[config.mk]
export PLATFORM = sky130hd
export DESIGN_NAME = pc_unit_flat
export DESIGN_NICKNAME = d
export VERILOG_FILES = /design/src/rtl/pc_unit_if.sv /design/src/rtl/pc_unit.sv /design/src/flat_wrapper.sv
export SDC_FILE = /design/constraint.sdc
export NUM_CORES = 1
export LEC_CHECK = 0
export BUFFER_PORTS_ARGS = -buffer_cell sky130_fd_sc_hd__buf_2
export CORE_UTILIZATION = 50
export CTS_CLUSTER_SIZE = 10
export DETAILED_ROUTE_END_ITERATION = 7
export PLACE_DENSITY = 0.76
export SKIP_CTS_REPAIR_TIMING = 1
export SLEW_MARGIN = 10
export SYNTH_ARGS = -nofsm -noshare
export SYNTH_HDL_FRONTEND = slang
export SYNTH_SLANG_ARGS = --single-unit
[constraint.sdc]
create_clock -name i_clk -period 6.8 [get_ports i_clk]
set_input_delay 0 -clock i_clk [delete_from_list [all_inputs] [get_ports i_clk]]
set_output_delay 0 -clock i_clk [all_outputs]
set_load 0.01 [all_outputs]
[src/rtl/pc_unit_if.sv]
// Fetch-stage PC bus: control/target inputs toward the PC unit and the PC,
// advance counter and return-address-stack views coming back from it.
interface pc_unit_if #(
  parameter int NBITS = 32
);
  logic             i_enable;
  logic             i_step;
  logic             i_stall;
  logic             i_halt;
  logic             i_Jump;
  logic             i_JAL;
  logic             i_JALR;
  logic [NBITS-1:0] i_rs;
  logic             i_pcSrc;
  logic [NBITS-1:0] i_SumadorBranch;
  logic [NBITS-1:0] i_SumadorJump;
  logic [NBITS-1:0] i_ret_addr;
  logic [NBITS-1:0] o_pc;
  logic [NBITS-1:0] o_pc4;
  logic             o_halted;
  logic [NBITS-1:0] o_adv_cnt;
  logic [NBITS-1:0] o_ras_top;
  logic             o_ras_valid;
  logic             o_ras_overflow;

  // Side that drives control and targets (debug unit / decode / bench).
  modport master (
    output i_enable, i_step, i_stall, i_halt, i_Jump, i_JAL, i_JALR,
           i_rs, i_pcSrc, i_SumadorBranch, i_SumadorJump, i_ret_addr,
    input  o_pc, o_pc4, o_halted, o_adv_cnt, o_ras_top, o_ras_valid,
           o_ras_overflow
  );

  // The PC unit itself.
  modport slave (
    input  i_enable, i_step, i_stall, i_halt, i_Jump, i_JAL, i_JALR,
           i_rs, i_pcSrc, i_SumadorBranch, i_SumadorJump, i_ret_addr,
    output o_pc, o_pc4, o_halted, o_adv_cnt, o_ras_top, o_ras_valid,
           o_ras_overflow
  );
endinterface

[src/rtl/pc_unit.sv]
// Registered program counter for the fetch path: priority next-PC select
// (jump > jalr > branch > sequential), stall, sticky halt, debug run/step,
// advance counter and a circular return-address stack for return prediction.
module pc_unit #(
  parameter int               NBITS     = 32,
  parameter logic [NBITS-1:0] RESET_PC  = '0,
  parameter int               PC_STEP   = 4,
  parameter int               RAS_DEPTH = 4
) (
  input  logic     i_clk,
  input  logic     i_reset,
  pc_unit_if.slave bus
);

  localparam int              PW      = $clog2(RAS_DEPTH);
  localparam int              CW      = $clog2(RAS_DEPTH + 1);
  localparam logic [CW-1:0]   DEPTH_C = CW'(RAS_DEPTH);

  // Stack occupancy saturates at the depth; further pushes overwrite the oldest.
  function automatic logic [CW-1:0] ras_cnt_inc(input logic [CW-1:0] c);
    return (c == DEPTH_C) ? c : c + CW'(1);
  endfunction

  // Pops on an empty stack leave the count at zero.
  function automatic logic [CW-1:0] ras_cnt_dec(input logic [CW-1:0] c);
    return (c == '0) ? c : c - CW'(1);
  endfunction

  logic [NBITS-1:0] pc_p0;
  logic             halted_p0;
  logic [NBITS-1:0] adv_cnt_p0;
  logic [NBITS-1:0] ras_mem_p0 [RAS_DEPTH];
  logic [PW-1:0]    ras_wr_p0;
  logic [CW-1:0]    ras_cnt_p0;
  logic             ras_ovf_p0;

  logic             adv;
  logic             do_adv;
  logic             push;
  logic             pop;
  logic [NBITS-1:0] pc4;
  logic [NBITS-1:0] pc_next;
  logic [PW-1:0]    ras_top_idx;

  assign adv    = ~halted_p0 & ~bus.i_stall & (bus.i_enable | bus.i_step);
  assign do_adv = adv & ~bus.i_halt;
  // JAL only links when the jump itself is taken; JALR pops only when not
  // overridden by a jump.
  assign push   = bus.i_Jump & bus.i_JAL;
  assign pop    = bus.i_JALR & ~bus.i_Jump;
  assign pc4    = pc_p0 + NBITS'(PC_STEP);

  // Fixed-priority next-PC select.
  always_comb begin
    pc_next = pc4;
    if (bus.i_Jump)       pc_next = bus.i_SumadorJump;
    else if (bus.i_JALR)  pc_next = bus.i_rs;
    else if (bus.i_pcSrc) pc_next = bus.i_SumadorBranch;
  end

  // ---- stage p0: PC, sticky halt and advance counter ----
  always_ff @(posedge i_clk or negedge i_reset) begin
    if (!i_reset) begin
      pc_p0      <= RESET_PC;
      halted_p0  <= 1'b0;
      adv_cnt_p0 <= '0;
    end else if (adv) begin
      if (bus.i_halt) begin
        halted_p0 <= 1'b1;
      end else begin
        pc_p0      <= pc_next;
        adv_cnt_p0 <= adv_cnt_p0 + NBITS'(1);
      end
    end
  end

  // Return-address stack: ras_wr_p0 is the slot the next push writes, so the
  // top lives one slot behind it; the pointer wraps since depth is a power of two.
  always_ff @(posedge i_clk or negedge i_reset) begin
    if (!i_reset) begin
      for (int i = 0; i < RAS_DEPTH; i++) ras_mem_p0[i] <= '0;
      ras_wr_p0  <= '0;
      ras_cnt_p0 <= '0;
      ras_ovf_p0 <= 1'b0;
    end else if (do_adv) begin
      if (push) begin
        ras_mem_p0[ras_wr_p0] <= bus.i_ret_addr;
        ras_wr_p0             <= ras_wr_p0 + PW'(1);
        ras_cnt_p0            <= ras_cnt_inc(ras_cnt_p0);
        if (ras_cnt_p0 == DEPTH_C) ras_ovf_p0 <= 1'b1;
      end else if (pop && ras_cnt_p0 != '0) begin
        ras_wr_p0  <= ras_wr_p0 - PW'(1);
        ras_cnt_p0 <= ras_cnt_dec(ras_cnt_p0);
      end
    end
  end

  assign ras_top_idx        = ras_wr_p0 - PW'(1);

  assign bus.o_pc           = pc_p0;
  assign bus.o_pc4          = pc4;
  assign bus.o_halted       = halted_p0;
  assign bus.o_adv_cnt      = adv_cnt_p0;
  assign bus.o_ras_valid    = (ras_cnt_p0 != '0);
  assign bus.o_ras_top      = (ras_cnt_p0 != '0) ? ras_mem_p0[ras_top_idx] : '0;
  assign bus.o_ras_overflow = ras_ovf_p0;

endmodule

[src/flat_wrapper.sv]
// flat-port wrapper written by rule: the top's interface ports become plain ports
module pc_unit_flat 
#(
  parameter int               NBITS     = 32,
  parameter logic [NBITS-1:0] RESET_PC  = '0,
  parameter int               PC_STEP   = 4,
  parameter int               RAS_DEPTH = 4
)
  (i_clk, i_reset, bus_i_enable, bus_i_step, bus_i_stall, bus_i_halt, bus_i_Jump, bus_i_JAL, bus_i_JALR, bus_i_rs, bus_i_pcSrc, bus_i_SumadorBranch, bus_i_SumadorJump, bus_i_ret_addr, bus_o_pc, bus_o_pc4, bus_o_halted, bus_o_adv_cnt, bus_o_ras_top, bus_o_ras_valid, bus_o_ras_overflow);
  pc_unit_if #(.NBITS(NBITS)) bus_i ();
  input  logic i_clk;
  input  logic i_reset;
  input wire logic [$bits(bus_i.i_enable)-1:0] bus_i_enable;
  input wire logic [$bits(bus_i.i_step)-1:0] bus_i_step;
  input wire logic [$bits(bus_i.i_stall)-1:0] bus_i_stall;
  input wire logic [$bits(bus_i.i_halt)-1:0] bus_i_halt;
  input wire logic [$bits(bus_i.i_Jump)-1:0] bus_i_Jump;
  input wire logic [$bits(bus_i.i_JAL)-1:0] bus_i_JAL;
  input wire logic [$bits(bus_i.i_JALR)-1:0] bus_i_JALR;
  input wire logic [$bits(bus_i.i_rs)-1:0] bus_i_rs;
  input wire logic [$bits(bus_i.i_pcSrc)-1:0] bus_i_pcSrc;
  input wire logic [$bits(bus_i.i_SumadorBranch)-1:0] bus_i_SumadorBranch;
  input wire logic [$bits(bus_i.i_SumadorJump)-1:0] bus_i_SumadorJump;
  input wire logic [$bits(bus_i.i_ret_addr)-1:0] bus_i_ret_addr;
  output wire logic [$bits(bus_i.o_pc)-1:0] bus_o_pc;
  output wire logic [$bits(bus_i.o_pc4)-1:0] bus_o_pc4;
  output wire logic [$bits(bus_i.o_halted)-1:0] bus_o_halted;
  output wire logic [$bits(bus_i.o_adv_cnt)-1:0] bus_o_adv_cnt;
  output wire logic [$bits(bus_i.o_ras_top)-1:0] bus_o_ras_top;
  output wire logic [$bits(bus_i.o_ras_valid)-1:0] bus_o_ras_valid;
  output wire logic [$bits(bus_i.o_ras_overflow)-1:0] bus_o_ras_overflow;
  assign bus_i.i_enable = bus_i_enable;
  assign bus_i.i_step = bus_i_step;
  assign bus_i.i_stall = bus_i_stall;
  assign bus_i.i_halt = bus_i_halt;
  assign bus_i.i_Jump = bus_i_Jump;
  assign bus_i.i_JAL = bus_i_JAL;
  assign bus_i.i_JALR = bus_i_JALR;
  assign bus_i.i_rs = bus_i_rs;
  assign bus_i.i_pcSrc = bus_i_pcSrc;
  assign bus_i.i_SumadorBranch = bus_i_SumadorBranch;
  assign bus_i.i_SumadorJump = bus_i_SumadorJump;
  assign bus_i.i_ret_addr = bus_i_ret_addr;
  assign bus_o_pc = bus_i.o_pc;
  assign bus_o_pc4 = bus_i.o_pc4;
  assign bus_o_halted = bus_i.o_halted;
  assign bus_o_adv_cnt = bus_i.o_adv_cnt;
  assign bus_o_ras_top = bus_i.o_ras_top;
  assign bus_o_ras_valid = bus_i.o_ras_valid;
  assign bus_o_ras_overflow = bus_i.o_ras_overflow;
  pc_unit #(.NBITS(NBITS), .RESET_PC(RESET_PC), .PC_STEP(PC_STEP), .RAS_DEPTH(RAS_DEPTH)) u_core (.i_clk(i_clk), .i_reset(i_reset), .bus(bus_i));
endmodule
==> run summary, run 1 <==
period utilization -> 0.512
Clock Sinks -> 199
Final Non-Filler Cells -> 1473
critical path's largest stage delay -> 820 ps
1st-iter DRT viols -> 424
Synth Net Count -> 1034
Total Routed Length -> 28100 um
H-tree depth -> 4
Async S/R FF share, synth -> 1.00
Setup TNS -> 0 ps
Die Y-Extent -> 146 um
Hold WC Path Type -> primary input to register
DIE WIDTH -> 146 um
synth top area cells -> dfrtp_1, mux2_2, mux4_2, xnor2_1, nor2b_1
failing checks -> hold timing
largest net degree at the start of global routing -> 88
Clock Tree Root -> clkbuf_16
Syn Inst Count -> 889
Post-layout nets -> 1335
Worst Path Class, Setup -> register to output port
Initial Util -> 0.512
RSZ-0062 raised after global routing -> false
Critical Path AT -> 3480 ps
hold wc startpoint -> bus_i_SumadorJump[17]
FF+latch count, synth -> 199
via count -> 8418
routability cong. -> 0.875
Startpoint Class -> register
leak pwr -> 6.54 nW
Hold Path Depth -> 5
DRT Pass-1 Iters -> 5
outcome -> finished with violations
CTS max path bufs -> 2
max-slew violations -> 0
R2R setup slack -> 3770 ps
synth unique cells -> 57
IO Pins -> 269
maximum clock rate -> 0.287 GHz
Pwr per Cell Area -> 228 mW/mm2
Final Skew -> 15.2 ps
post-synth top area cell -> dfrtp_1
number of synthesized flops with an enable pin -> 0
clock transition at the registers of the reported paths -> 80 ps
Max transition margin -> 0.309
WHS Endpoint -> u_core.bus.o_pc[17]
commonest register cell after synthesis -> dfrtp_1
GRT Total Usage -> 0.267
initial antenna violation count -> 1
sequential-to-total area share from yosys stat -> 0.481
remaining antenna violation count after routing -> 0
most common cell after layout, fill and taps aside -> buf_2
most frequent cells in the layout -> buf_2, dfrtp_1, mux2_2
CORE AREA -> 0.0202 mm2
mean area per synthesized cell -> 11.6 um2
HPWL after DPL -> 19000 um
layout cells sized above 1 -> 0.410
CP endpoint kind -> output port
CTS buffer count -> 17
critical path cell sequence -> buf_4, inv_1, ha_1, buf_4, mux4_2, nor2b_1, buf_2
crit path max fanout -> 35
Layout area overhead -> 26.5%
Yosys top cell area share -> 0.481
vias in the first global route -> 8191
GR Overflow Total -> 0
vias per cell -> 5.71
slew of the pin with the lowest slew margin -> 1030 ps
multi-input logic area -> 0.00510 mm2
WP data required -> 6800 ps
Seq. cell area -> 0.00498 mm2
Final Setup Violations -> 0
row count -> 52
final hold vios -> 8
placed cell count -> 1383
Critical R2R Launch -> u_core.bus.o_halted
FF-to-FF path depth -> 6
Final min period -> 3480 ps
first-pass GRT wire length -> 44600 um
DR DRC count -> 0
FF-to-FF End -> u_core.ras_mem_p0[98]
worst vdd ir -> 0.000182 V
die area -> 0.0213 mm2
port bufs -> 268
# fillers -> 1591
synthesized area -> 0.0104 mm2
slowest library cell on the worst path -> ha_1
Ys Warns -> 0
worst hold slack -> -41.0 ps
Clk Latency, worst-skew pair -> 430 ps
Wirelength per Cell -> 19.1 um
CP most frequent cell -> buf_4
max cap viols -> 0
CTS tree -> yes
==> power by group <==
part,internal (mW),leakage [nW],switching (mW),total [mW]
clock,0.534,0.287,0.490,1.02
sequential,1.25,2.68,0.0967,1.35
combinational,0.272,3.57,0.340,0.613
total,2.06,6.54,0.927,2.99
==> kinds of logic (layout without fill, tap and decap cells) <==
logic type,count (synthesis),in the layout,synth area share
AND/OR/NAND/NOR,260,260,0.134
flip-flops,199,199,0.481
multiplexers,164,164,0.213
AO/OA/AOI/OAI,126,126,0.0821
buffers and inverters,70,383,0.0272
XOR/XNOR,63,63,0.0533
adder cells (fa/ha/maj),7,7,0.00919
other,0,1,0
==> flip-flops by register name, summed over array words and instances (netlist names) <==
register	cells
u_core.bus.o_ras_overflow	1
u_core.bus.o_pc	32
u_core.ras_wr_p0	2
u_core.bus.o_adv_cnt	32
u_core.ras_mem_p0	128
u_core.ras_cnt_p0	3
u_core.bus.o_halted	1
==> worst max-delay path, delay by kind of cell (launching register included) <==
kind	cells	cell delay (ps)
adders and majority gates	1	820
buffers and inverters	4	1370
DFF	1	340
muxes	1	370
and+or+nand+nor	1	140
==> layout make-up <==
| class | count | area share |
|---|---|---|
| tap | 270 | 0.0258 |
| antenna | 1 | 0.000191 |
| inverter | 13 | 0.00373 |
| clock buffer | 18 | 0.0335 |
| multi-input combinational | 620 | 0.390 |
| clock inverter | 13 | 0.0120 |
| timing repair buffer | 339 | 0.155 |
| sequential | 199 | 0.380 |
==> worst max path at each step <==
stage	start	endpoint	slack [ps]	cells after the start
after floorplan	u_core.ras_wr_p0[0]	bus_o_ras_top[10]	4380	8
after global placement	u_core.ras_wr_p0[0]	bus_o_ras_top[10]	3820	7
after detailed placement	u_core.ras_wr_p0[0]	bus_o_ras_top[6]	3690	7
after CTS	u_core.ras_wr_p0[0]	bus_o_ras_top[10]	3210	7
after global routing	u_core.ras_wr_p0[0]	bus_o_ras_top[10]	3110	7
final	u_core.ras_wr_p0[0]	bus_o_ras_top[10]	3320	7
==> metal layers <==
metal  share of wire  GRT usage  vias up
met2            0.49      0.436      336
li1                -          -     3848
met1            0.42      0.356     4184
met4           0.021     0.0884        0
met3           0.062     0.0542       50
met5               0          0        -
==> cells in the mapped netlist, types with 13 or more instances <==
cell type  instances
nand4_1           16
mux4_2            32
o21ai_0           34
nand2_1           57
nor2b_1           35
a221oi_1          14
dfrtp_1          199
nand3_1           32
clkbuf_1          34
buf_1             14
xnor2_1           38
mux2_2           129
nor2_1            58
a21oi_1           17
nor3_1            13
xor2_1            25
==> stage by stage <==
stage          power [mW]  setup slack [ps]  hold WS, ps  area [um2]   util
2_1_floorplan        1.69              4380         -296       10400      -
3_3_place_gp         1.94              3820          120       11900  0.589
3_5_place_dp         1.95              3690          126       11900  0.589
4_1_cts              2.98              3210         -349       12500  0.619
5_1_grt              3.12              3110        0.337       13100  0.647
6_report             2.99              3320        -41.0       13100  0.647
No activity file was read; power rests on OpenSTA's default activity.
==> run 2, diff against run 1 <==
clock period = 3.3 ns   (was 6.8 ns; I/O delays follow)
==> run summary, run 2 (synthesis gave the netlist of run 1 again) <==
remaining antenna violation count after routing -> 0 (unchanged)
Seq. cell area -> 0.00498 mm2 (unchanged)
Max transition margin -> 0.332 (was 0.309)
port bufs -> 268 (unchanged)
layout cells sized above 1 -> 0.417 (was 0.410)
HPWL after DPL -> 19200 um (was 19000 um)
Final Util -> 0.650 (was 0.647)
Clk pwr share -> 0.337 (was 0.343)
DIE WIDTH -> 146 um (unchanged)
vias in the first global route -> 8184 (was 8191)
Tot Pwr -> 6.13 mW (was 2.99 mW)
Worst Path Class, Setup -> register to output port (unchanged)
crit path max fanout -> 7 (was 35)
failing checks -> hold timing (unchanged)
Clock Sinks -> 199 (unchanged)
Pint -> 4.20 mW (was 2.06 mW)
DRT Pass-1 Iters -> 5 (unchanged)
Total Routed Length -> 28200 um (was 28100 um)
slew of the pin with the lowest slew margin -> 1000 ps (was 1030 ps)
via count -> 8390 (was 8418)
Startpoint Class -> register (unchanged)
max cap viols -> 0 (unchanged)
# fillers -> 1584 (was 1591)
DR DRC count -> 0 (unchanged)
Clk Latency, worst-skew pair -> 430 ps (about the same)
max-slew violations -> 0 (unchanged)
Pwr per Cell Area -> 466 mW/mm2 (was 228 mW/mm2)
GR Overflow Total -> 0 (unchanged)
RSZ-0062 raised after global routing -> false (unchanged)
vias per cell -> 5.66 (was 5.71)
Final min period -> 2660 ps
Critical Path AT -> 2660 ps (was 3480 ps)
largest net degree at the start of global routing -> 122 (was 88)
maximum clock rate -> 0.376 GHz
worst vdd ir -> 0.000395 V (was 0.000182 V)
CP endpoint kind -> output port (unchanged)
switching part of the total power -> 0.314 (was 0.310)
most common cell after layout, fill and taps aside -> buf_2 (unchanged)
max reg flops -> 128 (unchanged)
Hold WC Path Type -> primary input to register (unchanged)
H-tree depth -> 4 (unchanged)
outcome -> finished with violations (unchanged)
clock transition at the registers of the reported paths -> 80 ps (about the same)
IO Pins -> 269 (unchanged)
Post-layout nets -> 1344 (was 1335)
first-pass GRT wire length -> 44600 um (about the same)
Final Skew -> 14.2 ps (was 15.2 ps)
CTS max path bufs -> 2 (unchanged)
Most flops, register -> u_core.ras_mem_p0 (unchanged)
Layout area overhead -> 27.1% (was 26.5%)
final hold vios -> 7 (was 8)
row count -> 52 (unchanged)
Initial Util -> 0.512 (unchanged)
Clock Tree Root -> clkbuf_16 (unchanged)
sequential power share -> 0.454 (was 0.452)
WP data required -> 3300 ps (was 6800 ps)
CTS tree -> yes (unchanged)
multi-input logic area -> 0.00510 mm2 (unchanged)
Die Y-Extent -> 146 um (unchanged)
die area -> 0.0213 mm2 (unchanged)
1st-iter DRT viols -> 409 (was 424)
leak pwr -> 6.58 nW (was 6.54 nW)
Final Setup Violations -> 0 (unchanged)
NetSw -> 1.93 mW (was 0.927 mW)
CTS buffer count -> 17 (unchanged)
Combinational Power Share -> 0.210 (was 0.205)
worst hold slack -> -55.2 ps (was -41.0 ps)
ANT cells -> 0 (was 1)
period utilization -> 0.807
CORE AREA -> 0.0202 mm2 (unchanged)
Setup TNS -> 0 ps (unchanged)
most frequent cells in the layout -> buf_2, dfrtp_1, mux2_2 (unchanged)
initial antenna violation count -> 0 (was 1)
routability cong. -> 0.892 (was 0.875)
Wirelength per Cell -> 19.0 um (was 19.1 um)
GRT Total Usage -> 0.268 (was 0.267)
## run 2: changes by cell type in the layout (fill, tap and decap cells not counted), sizes merged
| cell | change |
|---|---|
| clkbuf | +1 |
| inv | -2 |
| clkinv | +2 |
| bufinv | -1 |
| dlygate4sd3 | -2 |
| clkinvlp | +1 |
| diode | -1 |
| buf | +11 |
## run 2: final timing paths
| kind | from | end | slack (ps) | cells past startpoint |
|---|---|---|---|---|
| setup / recovery | u_core.bus.o_pc[2] | bus_o_pc4[16] | 640 | 7 |
| hold / removal | bus_i_SumadorJump[17] | u_core.bus.o_pc[17] | -60 | 5 |
| setup reg to reg | u_core.bus.o_pc[2] | u_core.bus.o_pc[14] | 840 | 6 |
| hold reg to reg | u_core.bus.o_ras_overflow | u_core.bus.o_ras_overflow | 460 | 1 |
| max in group asynchronous | i_reset | u_core.ras_mem_p0[49] | 2070 | 3 |
| min in group asynchronous | i_reset | u_core.ras_mem_p0[126] | 290 | 2 |
## run 2: metrics by stage
stage	instances	setup slack [ps]	cell area, um2	hold slack [ps]
6_report	1482	638	13200	-55.2
5_1_grt	1482	455	13200	0.258
4_1_cts	1426	613	12600	-233
3_5_place_dp	1394	933	12000	235
3_3_place_gp	1394	988	12000	232
2_1_floorplan	889	881	10400	-296
## run 2: final cells by class
| cell class | count | share of cell area |
|---|---|---|
| clock inverters | 13 | 0.0101 |
| flip-flops and latches | 199 | 0.378 |
| inverters | 13 | 0.00371 |
| multi-input cells | 620 | 0.388 |
| repair buffers | 348 | 0.160 |
| well taps | 270 | 0.0257 |
| clock buffers | 19 | 0.0344 |
## run 2: worst max-delay path: stages, from the launching register on
cell and delay [ps]:
dfrtp_1 460, ha_1 220, nand3_1 230, nor3_1 550, nand3_1 270, nor2_1 190, xor2_1 160, buf_2 160
## run 2: power groups by stage
stage | clock [mW] | combinational (mW) | sequential (mW)
floorplan | 0 | 0.695 | 2.79
CTS | 2.11 | 1.24 | 2.77
global route | 2.19 | 1.40 | 2.80
finish | 2.06 | 1.28 | 2.78
detailed placement | 0 | 1.24 | 2.82
global placement | 0 | 1.22 | 2.81
## run 2: layer usage
metal	GRT usage	up-vias	share of wire
met2	0.430	302	0.49
met5	0	-	0
met4	0.0989	0	0.024
met1	0.357	4180	0.43
met3	0.0605	48	0.062
li1	-	3860	-
==> run 3, diff against run 2 <==
clock period = 2.5 ns   (was 3.3 ns; I/O delays follow)
==> run summary, run 3 (synthesis gave the netlist of run 1 again) <==
period utilization -> 0.943
most common cell after layout, fill and taps aside -> buf_2 (unchanged)
outcome -> finished with violations (unchanged)
GR Overflow Total -> 0 (unchanged)
slew of the pin with the lowest slew margin -> 718 ps (was 1000 ps)
worst vdd ir -> 0.000486 V (was 0.000395 V)
most frequent cells in the layout -> buf_2, dfrtp_1, mux2_2 (unchanged)
remaining antenna violation count after routing -> 0 (unchanged)
final hold vios -> 8 (was 7)
port bufs -> 268 (unchanged)
Total Routed Length -> 28600 um (was 28200 um)
Initial Util -> 0.512 (unchanged)
CP endpoint kind -> output port (unchanged)
RSZ-0062 raised after global routing -> false (unchanged)
max reg flops -> 128 (unchanged)
DIE WIDTH -> 146 um (unchanged)
max-slew violations -> 0 (unchanged)
die area -> 0.0213 mm2 (unchanged)
Clock Sinks -> 199 (unchanged)
Final Setup Violations -> 0 (unchanged)
GRT Total Usage -> 0.267 (was 0.268)
worst hold slack -> -53.6 ps (was -55.2 ps)
DR DRC count -> 0 (unchanged)
maximum clock rate -> 0.424 GHz
Most flops, register -> u_core.ras_mem_p0 (unchanged)
Layout area overhead -> 28.8% (was 27.1%)
CTS max path bufs -> 2 (unchanged)
Final WS setup -> 142 ps (was 638 ps)
routability cong. -> 0.956 (was 0.892)
H-tree depth -> 4 (unchanged)
Startpoint Class -> register (unchanged)
Final Skew -> 19.2 ps (was 14.2 ps)
worst slack, placed -> 270 ps (was 933 ps)
crit path max fanout -> 5 (was 7)
via count -> 8531 (was 8390)
Max transition margin -> 0.522 (was 0.332)
IO Pins -> 269 (unchanged)
first-pass GRT wire length -> 44200 um (was 44600 um)
leak pwr -> 6.66 nW (was 6.58 nW)
Final min period -> 2360 ps
# fillers -> 1547 (was 1584)
Wirelength per Cell -> 19.1 um (was 19.0 um)
CORE AREA -> 0.0202 mm2 (unchanged)
Pwr per Cell Area -> 618 mW/mm2 (was 466 mW/mm2)
initial antenna violation count -> 1 (was 0)
Die Y-Extent -> 146 um (unchanged)
CTS buffer count -> 17 (unchanged)
vias in the first global route -> 8242 (was 8184)
max cap viols -> 0 (unchanged)
HPWL after DPL -> 19400 um (was 19200 um)
Clk Latency, worst-skew pair -> 440 ps (was 430 ps)
vias per cell -> 5.71 (was 5.66)
Worst Path Class, Setup -> register to output port (unchanged)
Critical Path AT -> 2360 ps (was 2660 ps)
Hold WC Path Type -> primary input to register (unchanged)
DRT Pass-1 Iters -> 5 (unchanged)
clock transition at the registers of the reported paths -> 80 ps (about the same)
largest net degree at the start of global routing -> 84 (was 122)
failing checks -> hold timing (unchanged)
CTS tree -> yes (unchanged)
row count -> 52 (unchanged)
Post-layout nets -> 1354 (was 1344)
1st-iter DRT viols -> 544 (was 409)
layout cells sized above 1 -> 0.423 (was 0.417)
WP data required -> 2500 ps (was 3300 ps)
Clock Tree Root -> clkbuf_16 (unchanged)
run 3: cell count changes in the layout (fill, tap and decap cells not counted), moves of 2 or more:
| cell | previous run | this run |
|---|---|---|
| bufinv_16 | 0 | 2 |
| buf_12 | 1 | 3 |
| clkinv_2 | 0 | 2 |
| nor2_1 | 58 | 56 |
| clkinv_4 | 3 | 1 |
| buf_4 | 23 | 26 |
| dlygate4sd3_1 | 56 | 60 |
run 3: final cells by class:
cell class,instances,area (um2),share of cell area
Antenna cell,1,2.50,0.000188
Clock buffer,19,443,0.0332
Clock inverter,13,161,0.0121
Inverter,13,48.8,0.00366
Multi-Input combinational cell,620,5140,0.386
Sequential cell,199,4980,0.374
Tap cell,270,338,0.0253
Timing Repair Buffer,358,2220,0.166
run 3: path summary, 6_finish.rpt:
| check | from | end | slack (ps) | cells after the start |
|---|---|---|---|---|
| max in group asynchronous | i_reset | u_core.ras_mem_p0[106] | 1550 | 3 |
| hold / removal | bus_i_SumadorJump[17] | u_core.bus.o_pc[17] | -50 | 5 |
| hold reg to reg | u_core.bus.o_ras_overflow | u_core.bus.o_ras_overflow | 470 | 1 |
| setup reg to reg | u_core.bus.o_halted | u_core.bus.o_pc[13] | 170 | 5 |
| min in group asynchronous | i_reset | u_core.ras_mem_p0[27] | 200 | 2 |
| setup / recovery | u_core.bus.o_pc[3] | bus_o_pc4[18] | 140 | 7 |
run 3: power by group:
part	total, mW	internal, mW	switching, mW
clock network	2.83	1.54	1.29
registers	3.67	3.41	0.255
logic	1.74	0.792	0.951
run 3: stage by stage:
step                      instance area, um2  cells  TNS [ps]  utilization  total power, mW
after floorplan                        10400    889         0            -             4.61
after global placement                 12100   1396         0        0.596             5.32
after detailed placement               12100   1396         0        0.596             5.36
after CTS                              12700   1428      -234        0.626             8.18
after global routing                   13300   1493         0        0.659             8.58
final                                  13300   1493         0        0.659             8.24
run 3: worst max-delay path: stages, from the launching register on:
cell	delay, ps
dfrtp_1	430
ha_1	230
nand3_2	200
nor4_2	360
buf_4	180
nand4_1	180
xnor2_1	190
buf_2	150
run 3: layer usage:
metal / vias to the layer above / wire length, um / global-route usage
met4: 0 / 606 / 0.0926
met2: 350 / 14200 / 0.439
met5: - / 0 / 0
li1: 3885 / - / -
met3: 36 / 2100 / 0.0630
met1: 4260 / 11700 / 0.347
